<file path="config.mk">
export PLATFORM = sky130hd
export DESIGN_NAME = op_centric_queue
export DESIGN_NICKNAME = d
export VERILOG_FILES = /design/src/rtl/op_centric_queue_pkg.sv /design/src/rtl/op_centric_queue_storage.sv /design/src/rtl/op_centric_queue.sv
export SDC_FILE = /design/constraint.sdc
export NUM_CORES = 1
export LEC_CHECK = 0
export CAP_MARGIN = 10
export CORE_MARGIN = 3
export CORE_UTILIZATION = 35
export DETAILED_ROUTE_END_ITERATION = 7
export PLACE_DENSITY_LB_ADDON = 0.1
export SLEW_MARGIN = 20
export SYNTH_ARGS = -nofsm -noshare
export SYNTH_HDL_FRONTEND = slang
export SYNTH_SLANG_ARGS = --single-unit
</file>
<file path="constraint.sdc">
create_clock -name clk -period 8.43 [get_ports clk]
set_clock_uncertainty 0.05 [all_clocks]
set_input_delay 1.2645 -clock clk [delete_from_list [all_inputs] [get_ports clk]]
set_output_delay 1.2645 -clock clk [all_outputs]
set_load 0.03 [all_outputs]
</file>
<file path="src/rtl/op_centric_queue_pkg.sv">
// Shared types for the operation-centric queue: the per-cycle operation
// classification used by the top-level control logic.
package op_centric_queue_pkg;

   // Operation actually performed in a cycle, after the ready gating.
   typedef enum logic [1:0] {
      OP_IDLE = 2'b00,
      OP_PUSH = 2'b01,
      OP_POP  = 2'b10,
      OP_BOTH = 2'b11
   } queue_op_e;

   // Combine the accepted push and pop strobes into a single operation code.
   function automatic queue_op_e decode_op(input logic push_ok, input logic pop_ok);
      queue_op_e op;
      unique case ({pop_ok, push_ok})
         2'b01:   op = OP_PUSH;
         2'b10:   op = OP_POP;
         2'b11:   op = OP_BOTH;
         default: op = OP_IDLE;
      endcase
      return op;
   endfunction

endpackage : op_centric_queue_pkg

</file>
<file path="src/rtl/op_centric_queue_storage.sv">
// Entry storage for the queue: a plain register array with one synchronous
// write port and one combinational read port. Contents are never reset.
module op_centric_queue_storage
   import op_centric_queue_pkg::*;
#(
   parameter int unsigned p_depth    = 32,
   parameter int unsigned p_bitwidth = 32,
   parameter int unsigned p_addr_w   = 5
) (
   input  logic                  clk,
   input  logic                  wen,
   input  logic [p_addr_w-1:0]   waddr,
   input  logic [p_bitwidth-1:0] wdata,
   input  logic [p_addr_w-1:0]   raddr,
   output logic [p_bitwidth-1:0] rdata
);

   logic [p_bitwidth-1:0] mem_q [p_depth];

   // Write the addressed entry when the top level accepts a push.
   always_ff @(posedge clk) begin
      if (wen) begin
         mem_q[waddr] <= wdata;
      end
   end

   // The read address is always a valid head pointer, so no range guard.
   assign rdata = mem_q[raddr];

endmodule : op_centric_queue_storage

</file>
<file path="src/rtl/op_centric_queue.sv">
// Synchronous FIFO with a push-back port and a pop-front port. Holds the
// head/tail pointers, occupancy count, ready flags and the registered
// pop result; entries live in op_centric_queue_storage.
module op_centric_queue
   import op_centric_queue_pkg::*;
#(
   parameter int unsigned p_depth    = 32,
   parameter int unsigned p_bitwidth = 32
) (
   input  logic                  clk,
   input  logic                  rst,
   input  logic                  push_back_en,
   output logic                  push_back_rdy,
   input  logic [p_bitwidth-1:0] push_back_data,
   input  logic                  pop_front_en,
   output logic                  pop_front_rdy,
   output logic [p_bitwidth-1:0] pop_front_data
);

   localparam int unsigned PTR_W = $clog2(p_depth);
   localparam int unsigned CNT_W = $clog2(p_depth + 1);

   // Pointers wrap by explicit compare so non-power-of-two depths work.
   localparam logic [PTR_W-1:0] LAST_PTR  = PTR_W'(p_depth - 1);
   localparam logic [CNT_W-1:0] FULL_CNT  = CNT_W'(p_depth);

   logic [PTR_W-1:0]      head_q, head_d;
   logic [PTR_W-1:0]      tail_q, tail_d;
   logic [CNT_W-1:0]      count_q, count_d;
   logic [p_bitwidth-1:0] data_q, data_d;

   logic                  push_ok;
   logic                  pop_ok;
   queue_op_e             op;
   logic [p_bitwidth-1:0] head_data;

   function automatic logic [PTR_W-1:0] ptr_inc(input logic [PTR_W-1:0] p);
      return (p == LAST_PTR) ? '0 : p + 1'b1;
   endfunction

   // Ready flags come from the registered count only, never from the enables.
   assign push_back_rdy = (count_q != FULL_CNT);
   assign pop_front_rdy = (count_q != '0);

   // A push while full or a pop while empty is simply not accepted; there is
   // no bypass from the push port to the pop port.
   assign push_ok = push_back_en && push_back_rdy;
   assign pop_ok  = pop_front_en && pop_front_rdy;
   assign op      = decode_op(push_ok, pop_ok);

   op_centric_queue_storage #(
      .p_depth    (p_depth),
      .p_bitwidth (p_bitwidth),
      .p_addr_w   (PTR_W)
   ) u_storage (
      .clk   (clk),
      .wen   (push_ok),
      .waddr (tail_q),
      .wdata (push_back_data),
      .raddr (head_q),
      .rdata (head_data)
   );

   // Next-state for pointers, count and pop result, selected by the operation.
   always_comb begin
      head_d  = head_q;
      tail_d  = tail_q;
      count_d = count_q;
      data_d  = data_q;
      unique case (op)
         OP_PUSH: begin
            tail_d  = ptr_inc(tail_q);
            count_d = count_q + 1'b1;
         end
         OP_POP: begin
            head_d  = ptr_inc(head_q);
            count_d = count_q - 1'b1;
            data_d  = head_data;
         end
         OP_BOTH: begin
            // Count is unchanged; the popped value is the old head.
            head_d  = ptr_inc(head_q);
            tail_d  = ptr_inc(tail_q);
            data_d  = head_data;
         end
         default: begin
         end
      endcase
   end

   // State register; reset (active-low) wins over any push or pop.
   always_ff @(posedge clk) begin
      if (!rst) begin
         head_q  <= '0;
         tail_q  <= '0;
         count_q <= '0;
         data_q  <= '0;
      end else begin
         head_q  <= head_d;
         tail_q  <= tail_d;
         count_q <= count_d;
         data_q  <= data_d;
      end
   end

   assign pop_front_data = data_q;

endmodule : op_centric_queue

</file>
# Yosys cells after proc, flatten, opt, wreduce, memory -nomap -nowiden
# Memory sizes are Yosys's and may differ from the RTL's. A register that Yosys moved wholly into a read port is not among the register bits.
# Cells that the tools add are included.
# op_classes
addsub	4
n_eq_ne	9
n_mux	6
reduce_logical	7
# op_table
cell	n
6-bit case mux with 2 select lines	1
5-bit by 1-bit adder with 5-bit output (second input constant)	2
5-bit equality test (second input constant)	2
5-bit 2-to-1 mux	2
2-bit equality test (second input constant)	4
6-bit by 1-bit adder with 6-bit output (second input constant)	1
6-bit inequality test (second input constant)	1
2-bit case mux with 3 select lines	1
6-bit nonzero test	1
6-bit by 1-bit subtractor with 6-bit output (second input constant)	1
2-bit by 1-bit equality test with 1-bit output (second input constant)	2
2-bit OR reduction	2
1-bit logical AND	2
1-bit 2-to-1 mux	2
2-bit nonzero test	1
1-bit zero test	1
# word_totals
regBits	16
ramBits	1024
inputBits	36
elab_cells	30
n_memories	1
# mem_list
name	depth	width	rd	rd_ports_with_merged_regs	wr	line_no	rtl
u_storage.mem_q	32	32	1	1	1	op_centric_queue_storage.sv:18	logic [p_bitwidth-1:0] mem_q [p_depth];

# Longest topological paths before layout
# Gate-level depths: netlist (run 1).
# logic_depth
depth_word	6
depth_mapped	12

# By module
# Synthesis (run 1) repeated with hierarchy kept, for this count alone.
# unflattened
cells_unflattened	2482
hier_area_um2	41989.0
# modules_own_cells
mod	instances	cells_each	area_per_inst_um2
op_centric_queue_storage	1	2228	39844.5
op_centric_queue	1	254	2144.6

# Least setup slack after synthesis (run 1)
# No wires, ideal clock.
# synth_timing
path_type	in2reg
from	in push_back_en
to	mem u_storage.mem_q[14][0], enable pin
setup_time_ns	0.421
arrival_ns	3.249
setup_slack_ns	4.710
path_stages	3
path_buffers	0
path_cell_list	a21boi_1 -> nand2_1 -> nor2_1
# synth_between
elab_chain_len	3
# synth_rtl
item	line_no	rtl
from (decl)	op_centric_queue.sv:12	input logic push_back_en,
1-bit logical AND	op_centric_queue.sv:47	assign push_ok = push_back_en && push_back_rdy;
1-bit 2-to-1 mux	op_centric_queue_storage.sv:22	if (wen) begin
1-bit 2-to-1 mux (implied by the code)	op_centric_queue_storage.sv:23	mem_q[waddr] <= wdata;
to (decl)	op_centric_queue_storage.sv:18	
# Every way passes these cells.

# Worst setup path after layout (run 1)
# layout_timing
from	in push_back_en
to	reg data_q[30] (netlist: pop_front_data[30]), read port of u_storage.mem_q
# layout_between
elab_chain_len	5
# layout_rtl
item	line_no	rtl
1-bit logical AND *	op_centric_queue.sv:47	
2-bit equality test or 2-bit by 1-bit equality test with 1-bit output (tied branches)	op_centric_queue_pkg.sv:16	unique case ({pop_ok, push_ok})
2-bit case mux with 3 select lines *	op_centric_queue_pkg.sv:16	
2-bit equality test	op_centric_queue.sv:70	unique case (op)
2-bit OR reduction (no line) *	n/a	
to (decl)	op_centric_queue.sv:30	logic [p_bitwidth-1:0] data_q, data_d;
# Mark *: on every way between the ends. The rest lies on a longest branch, timed or not.
# A chain may end at the register's enable or synchronous reset.

==> results of run 1 <==
==> area by class of cell <==
class	instances	area share, %
sequential	1072	66.8
multi-input combinational	697	19.0
inverter	7	0.0553
clock inverter	55	1.03
timing repair buffer	127	2.25
tap	1524	4.01
clock buffer	165	6.84
==> power breakdown <==
group          switching, W  internal [W]  leakage (nW)  total [W]
logic               0.00139       0.00104          2.82    0.00244
registers          0.000199       0.00606          9.62    0.00626
clock network       0.00205       0.00292          1.84    0.00497
==> per-stage QoR <==
stage	utilization [%]	setup WS [ns]	power, W
2_1_floorplan	-	4.71	0.00793
3_3_place_gp	37.7	3.49	0.00888
3_5_place_dp	37.7	3.34	0.00888
4_1_cts	40.9	4.06	0.0139
5_1_grt	40.8	3.84	0.0142
6_report	40.8	3.98	0.0137
==> state kept, by name (all words and copies together) (netlist names) <==
register / count
tail_q: 5
count_q: 6
u_storage.mem_q: 1024
head_q: 5
pop_front_data: 32
==> worst max-delay path, delay by kind of cell <==
kind	cells	cell delay, ns
AOI/OAI and AO/OA	2	1.14
buffers and inverters	2	0.92
adders and majority gates	1	0.33
and+or+nand+nor	3	1.20
==> cells by family (layout without fill, tap and decap cells) <==
kind of cell,Yosys count,count (layout)
AND/OR/NAND/NOR,186,186
buffers and inverters,106,354
adder cells (fa/ha/maj),15,15
multiplexers,333,333
XOR/XNOR,2,2
flip-flops,1072,1072
AO/OA/AOI/OAI,161,161
==> layer usage <==
layer / vias up / global-route usage, %
met1: 10711 / 25.6
met2: 490 / 28.1
met5: - / 0
li1: 8225 / -
met3: 132 / 2.78
met4: 2 / 4.49
==> worst max path at each step <==
| stage | startpoint | end | depth (start not counted) |
|---|---|---|---|
| detailed placement | push_back_en | pop_front_data[29] | 8 |
| floorplan | push_back_en | u_storage.mem_q[14][0] | 3 |
| global placement | push_back_en | pop_front_data[29] | 8 |
| finish | push_back_en | pop_front_data[30] | 8 |
| CTS | push_back_en | pop_front_data[29] | 8 |
| global route | push_back_en | pop_front_data[30] | 8 |
==> cells in the mapped netlist (all sizes together), types with 9 or more instances <==
master	n	area, um^2
o22ai	51	319
mux4	248	5590
a211oi	29	218
o221ai	9	78.8
nor4	28	175
buf	72	469
clkbuf	27	101
o21ai	30	150
mux2	64	721
nor2	54	205
dfxtp	48	961
nor2b	35	219
nand2	23	88.8
ha	14	175
mux2i	21	210
edfxtp	1024	30700
==> results.md, run 1 <==
* Full die area at 122,000 um^2
* Setup TNS at 0 ns
* Post-route ant nets at 0
* H-Tree Depth at 3
* Netlist cell types at 53
* RD Place Congestion at 0.762
* Hold Path Origin: count_q[5]
* Max_slew headroom at 25.4%
* Slowest CP cell: nand3b_2
* Endpoints failing setup at 0
* Multi-input logic area at ~9000 um^2
* Ys async rst share at 0%
* Top sig layer: met5
* Layout Nets at about 2.1k
* RR Startpoint: count_q[1]
* Synth Instances at 1,875
* GRT Util Overall at around 18%
* Leakage at 14.3 nW
* CTS Buffer Depth at 3
* MaxCap Viol Count at 0
* TritonCTS Buffers at between 100 and 150
* Avg Cell Area, Syn at 21.9 um^2
* Met2 WL at 50.7 mm
* Run status: complete, no violations
* Largest net degree at the start of global routing at 132
* Critical Path Sink Type: flip-flop
* EDFF count, synth at 1,024
* CTS tree: yes
* CP peak stage delay at slightly above 0.9 ns
* WL final at 107 mm
* Period utilization at 52.7%
* Commonest non-fill, non-tap cells in the layout: 1,024 x edfxtp_1, 248 x mux4_2, 117 x clkbuf_16, 64 x mux2_2, 55 x buf_4
* Synth Flop Type: edfxtp_1
* Clock sink total at 1,072
* Reg clk slew, reported paths at about 0.06 ns
* Peak supply drop at 0.195 mV
* Sequential area share after synthesis at 77.2%
* Synthesized net count at 1,926
* CTS root buf: clkbuf_16
* Antenna cells at 0
* Main combinational cell family by area after synthesis: multiplexers
* First-pass GRT wire length at 154 mm
* PD cells at around 290 nW/um^2
* DR WL/cell at around 30 um
* Drc violations at 0
* Initial Util at 35.3%
* Core Box Area at 116,000 um^2
* Post-synthesis sequential element count at 1,072
* Critical Path RT at just under 9 ns
* Vias at 19.6k
* DRT Pass-1 Iters at 5
* FF-to-FF path depth at 10
* Met3 wire length at 5.29 mm
* Synth Area in Adders at 0.475%
* Clock latency on the worst-skew pair at 0.70 ns
* M1 WL at 49.0 mm
* Synthesis Warnings at 0
* RSZ-0062 raised after global routing: false
* Hold Crit Depth at 2
* Compound-gate portion of the synthesized area at 2.58%
* First DRT Iteration DRCs at 1,827
* Non-filler cells, final at 3,647
* WP data arrival at 4.95 ns
* DP HPWL at approximately 60 mm
* Tmin final at 4.45 ns
* Worst-Margin Slew at roughly 1.1 ns
* Cell Chain, Critical Path: clkdlybuf4s50_1 -> a21boi_1 -> ha_1 -> or2_2 -> buf_4 -> nand3b_2 -> a211oi_1 -> nor4_1
* Critical Path Source Type: input port
* Worst Hold Margin at 0.449 ns
* Antenna violations before repair at 8
* Placed cell area at 43,800 um^2
* Post-route cell area at 47,500 um^2
* Worst Hold Path EP: count_q[5]
* DIE HEIGHT at 349 um
* Fin. max-slew vios at 0
* Layout fillers at 10.3k
* Number of port buffers at 69
* Crit Path Class: input port to flip-flop
* Die X at 349 um
* Top fanout value on the critical path at a little over 40
* Register Area at 31,700 um^2
* Most common cell after layout, fill and taps aside: edfxtp_1
* Layout Area Growth over Synthesis at 15.6%
* Number of setup buffers added after CTS at 0
* Synth Cell Area at roughly 40,000 um^2
* Row count at 125
* Fmax at 0.225 GHz
* Vias/cell at 5.36
* Count of final hold-check violations at 0
* End of the worst register-to-register path: pop_front_data[30]
* Layout cells sized above 1 at about 28%
* Via count of the first global-routing pass at 20.5k
* Simple-gate portion of the synthesized area at around 2.4%
* Post-Synth XOR/XNOR Area at 0.0426%
* Gr ovfl total at 0
* Worst R2R Setup Slack at 4.16 ns
* Worst hold path class: flip-flop to flip-flop
* Placed Cells at about 3.4k
* Multiplexer area fraction after synthesis at 15.9%
* Hold_buf cts at 0
* Ports at 70
* Cts repair resizes at 0
(Power assumes the default switching activity.)
==> run 2: changes to the inputs <==
- clock period: 8.43 -> 4.4 ns (I/O delays scaled with it)
==> run 2 against run 1 <==
  * Sequential power up 92%
  * Power is 92% higher
  * First-iteration DRC count fell by 1.1%
  * Critical path depth is the same
  * Sequential share of layout area shrank 0.43 points
  * Register-to-register slack worse by 3.4 ns
  * Via count is 1.3% higher
  * Utilization rose by 0.27 points
  * Count of clock-buffer cells in the layout shrank 13
  * Sequential cell count is the same
  * Die area unchanged
  * Combinational power is 92% higher
  * Critical path type is now flip-flop to flip-flop
  * Critical endpoint is now pop_front_data[26]
==> results.md, run 2 (same netlist as run 1, synthesis figures left out) <==
* Worst R2R Setup Slack at 0.75 ns
* First DRT Iteration DRCs at 1,806
* Row count at 125
* DIE HEIGHT at 349 um
* RD Place Congestion at about 0.74
* TritonCTS Buffers at 115
* Worst hold path class: input port to flip-flop
* Period utilization at 83.0%
* Multi-input logic area at 9030 um^2
* Critical Path RT at 4.94 ns
* Layout Area Growth over Synthesis at 16.3%
* CTS Buffer Depth at 3
* Switching Fraction at 26.6%
* PD cells at 548 nW/um^2
* Fmax at 0.274 GHz
* Most common cell after layout, fill and taps aside: edfxtp_1
* Register Area at 31,700 um^2
* DP HPWL at 61.7 mm
* Slowest CP cell: nand3_2
* Post-route ant nets at 0
* Tmin final at about 3.7 ns
* Final core utilization at 41.1%
* Top fanout value on the critical path at 28
* Drc violations at 0
* Worst Hold Path EP: head_q[1]
* Count of final hold-check violations at 0
* Setup TNS at 0 ns
* First-pass GRT wire length at 157 mm
* DR WL/cell at 29.9 um
* WP data arrival at 4.19 ns
* Layout fillers at 10.2k
* Die X at 349 um
* Antenna violations before repair at 5
* Vias/cell at 5.41
* MaxCap Viol Count at 0
* WL final at 110 mm
* Crit Path Class: flip-flop to flip-flop
* Number of setup buffers added after CTS at 0
* GRT Util Overall at 18.1%
* Full die area at 122,000 um^2
* Endpoints failing setup at 0
* DRT Pass-1 Iters at 5
* Gr ovfl total at 0
* Largest Register: u_storage.mem_q
* Core Box Area at 116,000 um^2
* Commonest non-fill, non-tap cells in the layout: 1,024 x edfxtp_1, 248 x mux4_2, 116 x clkbuf_16, 64 x mux2_2, 57 x buf_4
* RR Startpoint: count_q[1]
* CP peak stage delay at 0.72 ns
* Initial Util at about a third
* Worst-Margin Slew at 1.11 ns
* Largest net degree at the start of global routing at 65
* CTS tree: yes
* Clk pwr share at a little over a third
* Reg clk slew, reported paths at 0.06 ns
* CTS root buf: clkbuf_16
* H-Tree Depth at 3
* Max_slew headroom at 26.1%
* Critical Path Sink Type: flip-flop
* Internal Pwr Total at 0.0193 W
* Layout cells sized above 1 at 29.5%
* Max FFs per register at 1,024
* Reg power frac at 45.8%
* Layout Nets at 2,090
* Number of port buffers at 69
* Pwr Total at 0.0262 W
* Hold_buf cts at 0
* Critical Path Source Type: flip-flop
* Run status: complete, no violations
* Cts repair resizes at 0
* Vias at 19.8k
* Clock latency on the worst-skew pair at 0.69 ns
* Cell Chain, Critical Path: or4_1 -> or3_1 -> and2_1 -> ha_1 -> or2_2 -> nand3_2 -> o22ai_1 -> nor4_1
* Hold Crit Depth at 2
* FF-to-FF path depth at 8
* Clock sink total at 1,072
* Hold Path Origin: rst
* Ports at 70
* RSZ-0062 raised after global routing: false
* Fin. max-slew vios at 0
* Net Switching at 0.00696 W
* Combinational power share at 17.9%
* Peak supply drop at between 0.3 and 0.4 mV
* Leakage at 14.4 nW
* End of the worst register-to-register path: pop_front_data[26]
* Via count of the first global-routing pass at 20.5k
[run 2: changes by cell type in the layout (fill, tap and decap cells not counted), sizes merged]
cell / previous run / this run
buf: 77 / 107
bufinv: 8 / 11
clkbuf: 165 / 152
clkdlybuf4s50: 50 / 39
clkinv: 37 / 47
clkinvlp: 2 / 4
diode: 0 / 2
inv: 15 / 11
[run 2: layout make-up]
cell class	count	share of cell area, %
flip-flops and latches	1072	66.4
multi-input cells	697	18.9
clock buffers	152	6.52
well taps	1524	3.99
repair buffers	146	2.86
clock inverters	66	1.31
inverters	7	0.0550
diodes	2	0.0105
[run 2: stage by stage]
step           hold WS [ns]  cells  setup WS [ns]  instance area [um^2]
6_report              0.423   3666          0.750                 47800
5_1_grt               0.418   3664          0.457                 47800
3_3_place_gp          0.432   3446          0.487                 44200
3_5_place_dp          0.444   3446          0.413                 44100
4_1_cts               0.374   3664          0.701                 47900
2_1_floorplan         0.415   1875           1.19                 41100
[run 2: worst max-delay path: cells and delay by family (launching register included)]
kind                     cells  cell delay [ns]
AND/OR/NAND/NOR              6             2.63
flip-flops                   1             0.34
adder cells (fa/ha/maj)      1             0.33
AO/OA/AOI/OAI                1             0.18
[run 2: how the worst max path moves through the flow]
stage               slack (ns)                 end  depth (start not counted)          from
finish                    0.75  pop_front_data[26]                          8    count_q[1]
floorplan                 1.19  pop_front_data[11]                         10    count_q[1]
detailed placement        0.41  pop_front_data[26]                          8  push_back_en
global placement          0.49  pop_front_data[23]                          8  push_back_en
global route              0.46  pop_front_data[28]                          9    count_q[1]
CTS                       0.70  pop_front_data[28]                          9    count_q[1]
[run 2: power groups by stage]
stage	sequential [W]	clock [W]	combinational (W)
2_1_floorplan	0.0122	0	0.00298
3_3_place_gp	0.0122	0	0.00480
3_5_place_dp	0.0122	0	0.00478
4_1_cts	0.0120	0.00976	0.00480
5_1_grt	0.0120	0.0102	0.00504
6_report	0.0120	0.00952	0.00469
[run 2: per-layer routing]
| metal | vias to the layer above | global-route usage (%) | wire (um) |
|---|---|---|---|
| li1 | 8266 | - | - |
| met1 | 10927 | 27.0 | 51400 |
| met2 | 510 | 28.2 | 51500 |
| met3 | 110 | 2.61 | 5040 |
| met4 | 4 | 4.26 | 1800 |
| met5 | - | 0 | 28 |
==> run 3: changes to the inputs <==
- clock period: 4.4 -> 3.59 ns (I/O delays scaled with it)
==> run 3 against run 2 <==
  * Wire length decreased by 1.3%
  * Worst setup slack got worse by 0.53 ns
  * Count of clock-buffer cells in the layout decreased by 12
  * Clock power rose by 20%
  * Sequential power is 22% higher
  * Sequential share of layout area fell by 0.54 points
==> results.md, run 3 (same netlist as run 1, synthesis figures left out) <==
* Run status: complete, no violations
* Die X at 349 um
* Clock sink total at around 1.1k
* Commonest non-fill, non-tap cells in the layout: 1,024 x edfxtp_1, 248 x mux4_2, 114 x clkbuf_16, 68 x buf_4, 64 x mux2_2
* Worst hold path class: input port to flip-flop
* Tmin final at ~3.4 ns
* Layout Area Growth over Synthesis at 17.3%
* RSZ-0062 raised after global routing: false
* Critical path endpoint: pop_front_data[8]
* Layout Nets at 2,115
* Period utilization at a little over nine tenths
* DP HPWL at 62.4 mm
* Largest net degree at the start of global routing at 62
* Gr ovfl total at 0
* Critical Path Sink Type: flip-flop
* PD cells at 662 nW/um^2
* Full die area at 122,000 um^2
* Number of setup buffers added after CTS at 0
* Clock latency on the worst-skew pair at between 0.6 and 0.7 ns
* H-Tree Depth at 3
* CTS root buf: clkbuf_16
* Fin. max-slew vios at 0
* Vias/cell at 5.37
* Grt met3 use at around 3.3%
* First DRT Iteration DRCs at 1,859
* WL final at 108 mm
* Max FFs per register at about 1k
* End of the worst register-to-register path: pop_front_data[8]
* Stages on the worst setup path at 10
* Number of port buffers at 69
* Crit Path Class: flip-flop to flip-flop
* Count of final hold-check violations at 0
* Cts repair resizes at 0
* Via count of the first global-routing pass at a little over 20k
* RR Startpoint: count_q[1]
* M2 GR Usage at 28.4%
* Met1 Track Usage GR at around 26%
* Antenna cells at 0
* Critical Path Source Type: flip-flop
* Pwr Total at 0.0319 W
* Cell Chain, Critical Path: or4_1 -> or3_1 -> and2_1 -> ha_1 -> or2_2 -> buf_4 -> o21ai_0 -> a31oi_1 -> a32oi_1 -> a21oi_1
* DRT Pass-1 Iters at 5
* Drc violations at 0
* GRT Util Overall at 17.9%
* DIE HEIGHT at between 300 and 400 um
* Endpoints failing setup at 0
* Layout cells sized above 1 at roughly 30%
* Post-route cell area at around 48,000 um^2
* Peak supply drop at roughly 0.43 mV
* Top fanout value on the critical path at 39
* FF-to-FF path depth at 10
* Slowest CP cell: or4_1
* Worst path bufs/invs at 1
* Reg clk slew, reported paths at 0.06 ns
* Placed cell area at 44,600 um^2
* Max_slew headroom at approximately 30%
* Vias at roughly 20k
* Fmax at 0.297 GHz
* Critical Path RT at 4.11 ns
* Final core utilization at 41.4%
* Initial Util at a little over a third
* Most common cell after layout, fill and taps aside: edfxtp_1
* Hold_buf cts at 0
* First-pass GRT wire length at 155 mm
* Worst R2R Setup Slack at 0.22 ns
* Worst-Margin Slew at approximately 1.0 ns
* MaxCap Viol Count at 0
* Crit path from: count_q[1]
* DR WL/cell at 29.4 um
* Antenna violations before repair at 8
* Setup TNS at 0 ns
* Leakage at ~15 nW
* Core Box Area at 116,000 um^2
* TritonCTS Buffers at 112
* Post-route ant nets at 0
* RD Place Congestion at 0.755
* CTS Buffer Depth at 3
* Busiest grt layer: met2
* Row count at about 130
* CTS tree: yes
* Largest Register: u_storage.mem_q
* WP data arrival at 3.89 ns
* Ports at 70
* CP peak stage delay at approximately 0.54 ns
* Delay-heaviest family, CP: simple AND/OR/NAND/NOR gates
## run 3: cell count changes in the layout (fill, tap and decap cells not counted), sizes merged
cell / delta
clkinvlp: -1
clkdlybuf4s50: +16
inv: -4
diode: -2
buf: +12
clkbuf: -12
bufinv: -1
clkinv: +8
## run 3: worst min path at each step
stage | start | to | slack, ns | cells past startpoint
4_1_cts | rst | head_q[1] | 0.44 | 2
3_3_place_gp | count_q[5] | count_q[5] | 0.44 | 2
2_1_floorplan | count_q[5] | count_q[5] | 0.41 | 2
6_report | push_back_data[27] | u_storage.mem_q[30][27] | 0.32 | 1
5_1_grt | push_back_data[26] | u_storage.mem_q[30][26] | 0.31 | 1
3_5_place_dp | count_q[5] | count_q[5] | 0.45 | 2
## run 3: area by class of cell
| cell class | instances | area [um^2] |
|---|---|---|
| Timing Repair Buffer | 174 | 1870 |
| Multi-Input combinational cell | 697 | 9030 |
| Clock buffer | 140 | 3010 |
| Inverter | 7 | 26.3 |
| Fill cell | 10231 | 68200 |
| Tap cell | 1524 | 1910 |
| Sequential cell | 1072 | 31700 |
| Clock inverter | 68 | 628 |
## run 3: per-stage QoR
step           instances  hold WS, ns  setup slack, ns
2_1_floorplan       1875        0.415            0.380
3_3_place_gp        3474        0.441            0.280
3_5_place_dp        3474        0.450            0.203
4_1_cts             3682        0.436            0.197
5_1_grt             3682        0.308           0.0215
6_report            3682        0.316            0.220
## run 3: worst register-to-register path, stage by stage (launching register included)
cell,delay (ns)
dfxtp_1,0.33
or4_1,0.54
or3_1,0.34
and2_1,0.22
ha_1,0.33
or2_2,0.41
buf_4,0.36
o21ai_0,0.28
a31oi_1,0.07
a32oi_1,0.23
a21oi_1,0.09
## run 3: per-layer routing
| layer | vias up | part of all wire (%) |
|---|---|---|
| li1 | 8314 | - |
| met1 | 10696 | 44 |
| met2 | 583 | 47 |
| met3 | 167 | 5.6 |
| met4 | 8 | 2.5 |
| met5 | - | 0.054 |
## run 3: power breakdown
part | internal, W | leakage, nW | total, W | switching [W]
clock | 0.00664 | 1.79 | 0.0114 | 0.00477
sequential | 0.0142 | 9.62 | 0.0146 | 0.000409
combinational | 0.00260 | 3.18 | 0.00588 | 0.00329
total | 0.0235 | 14.6 | 0.0319 | 0.00846
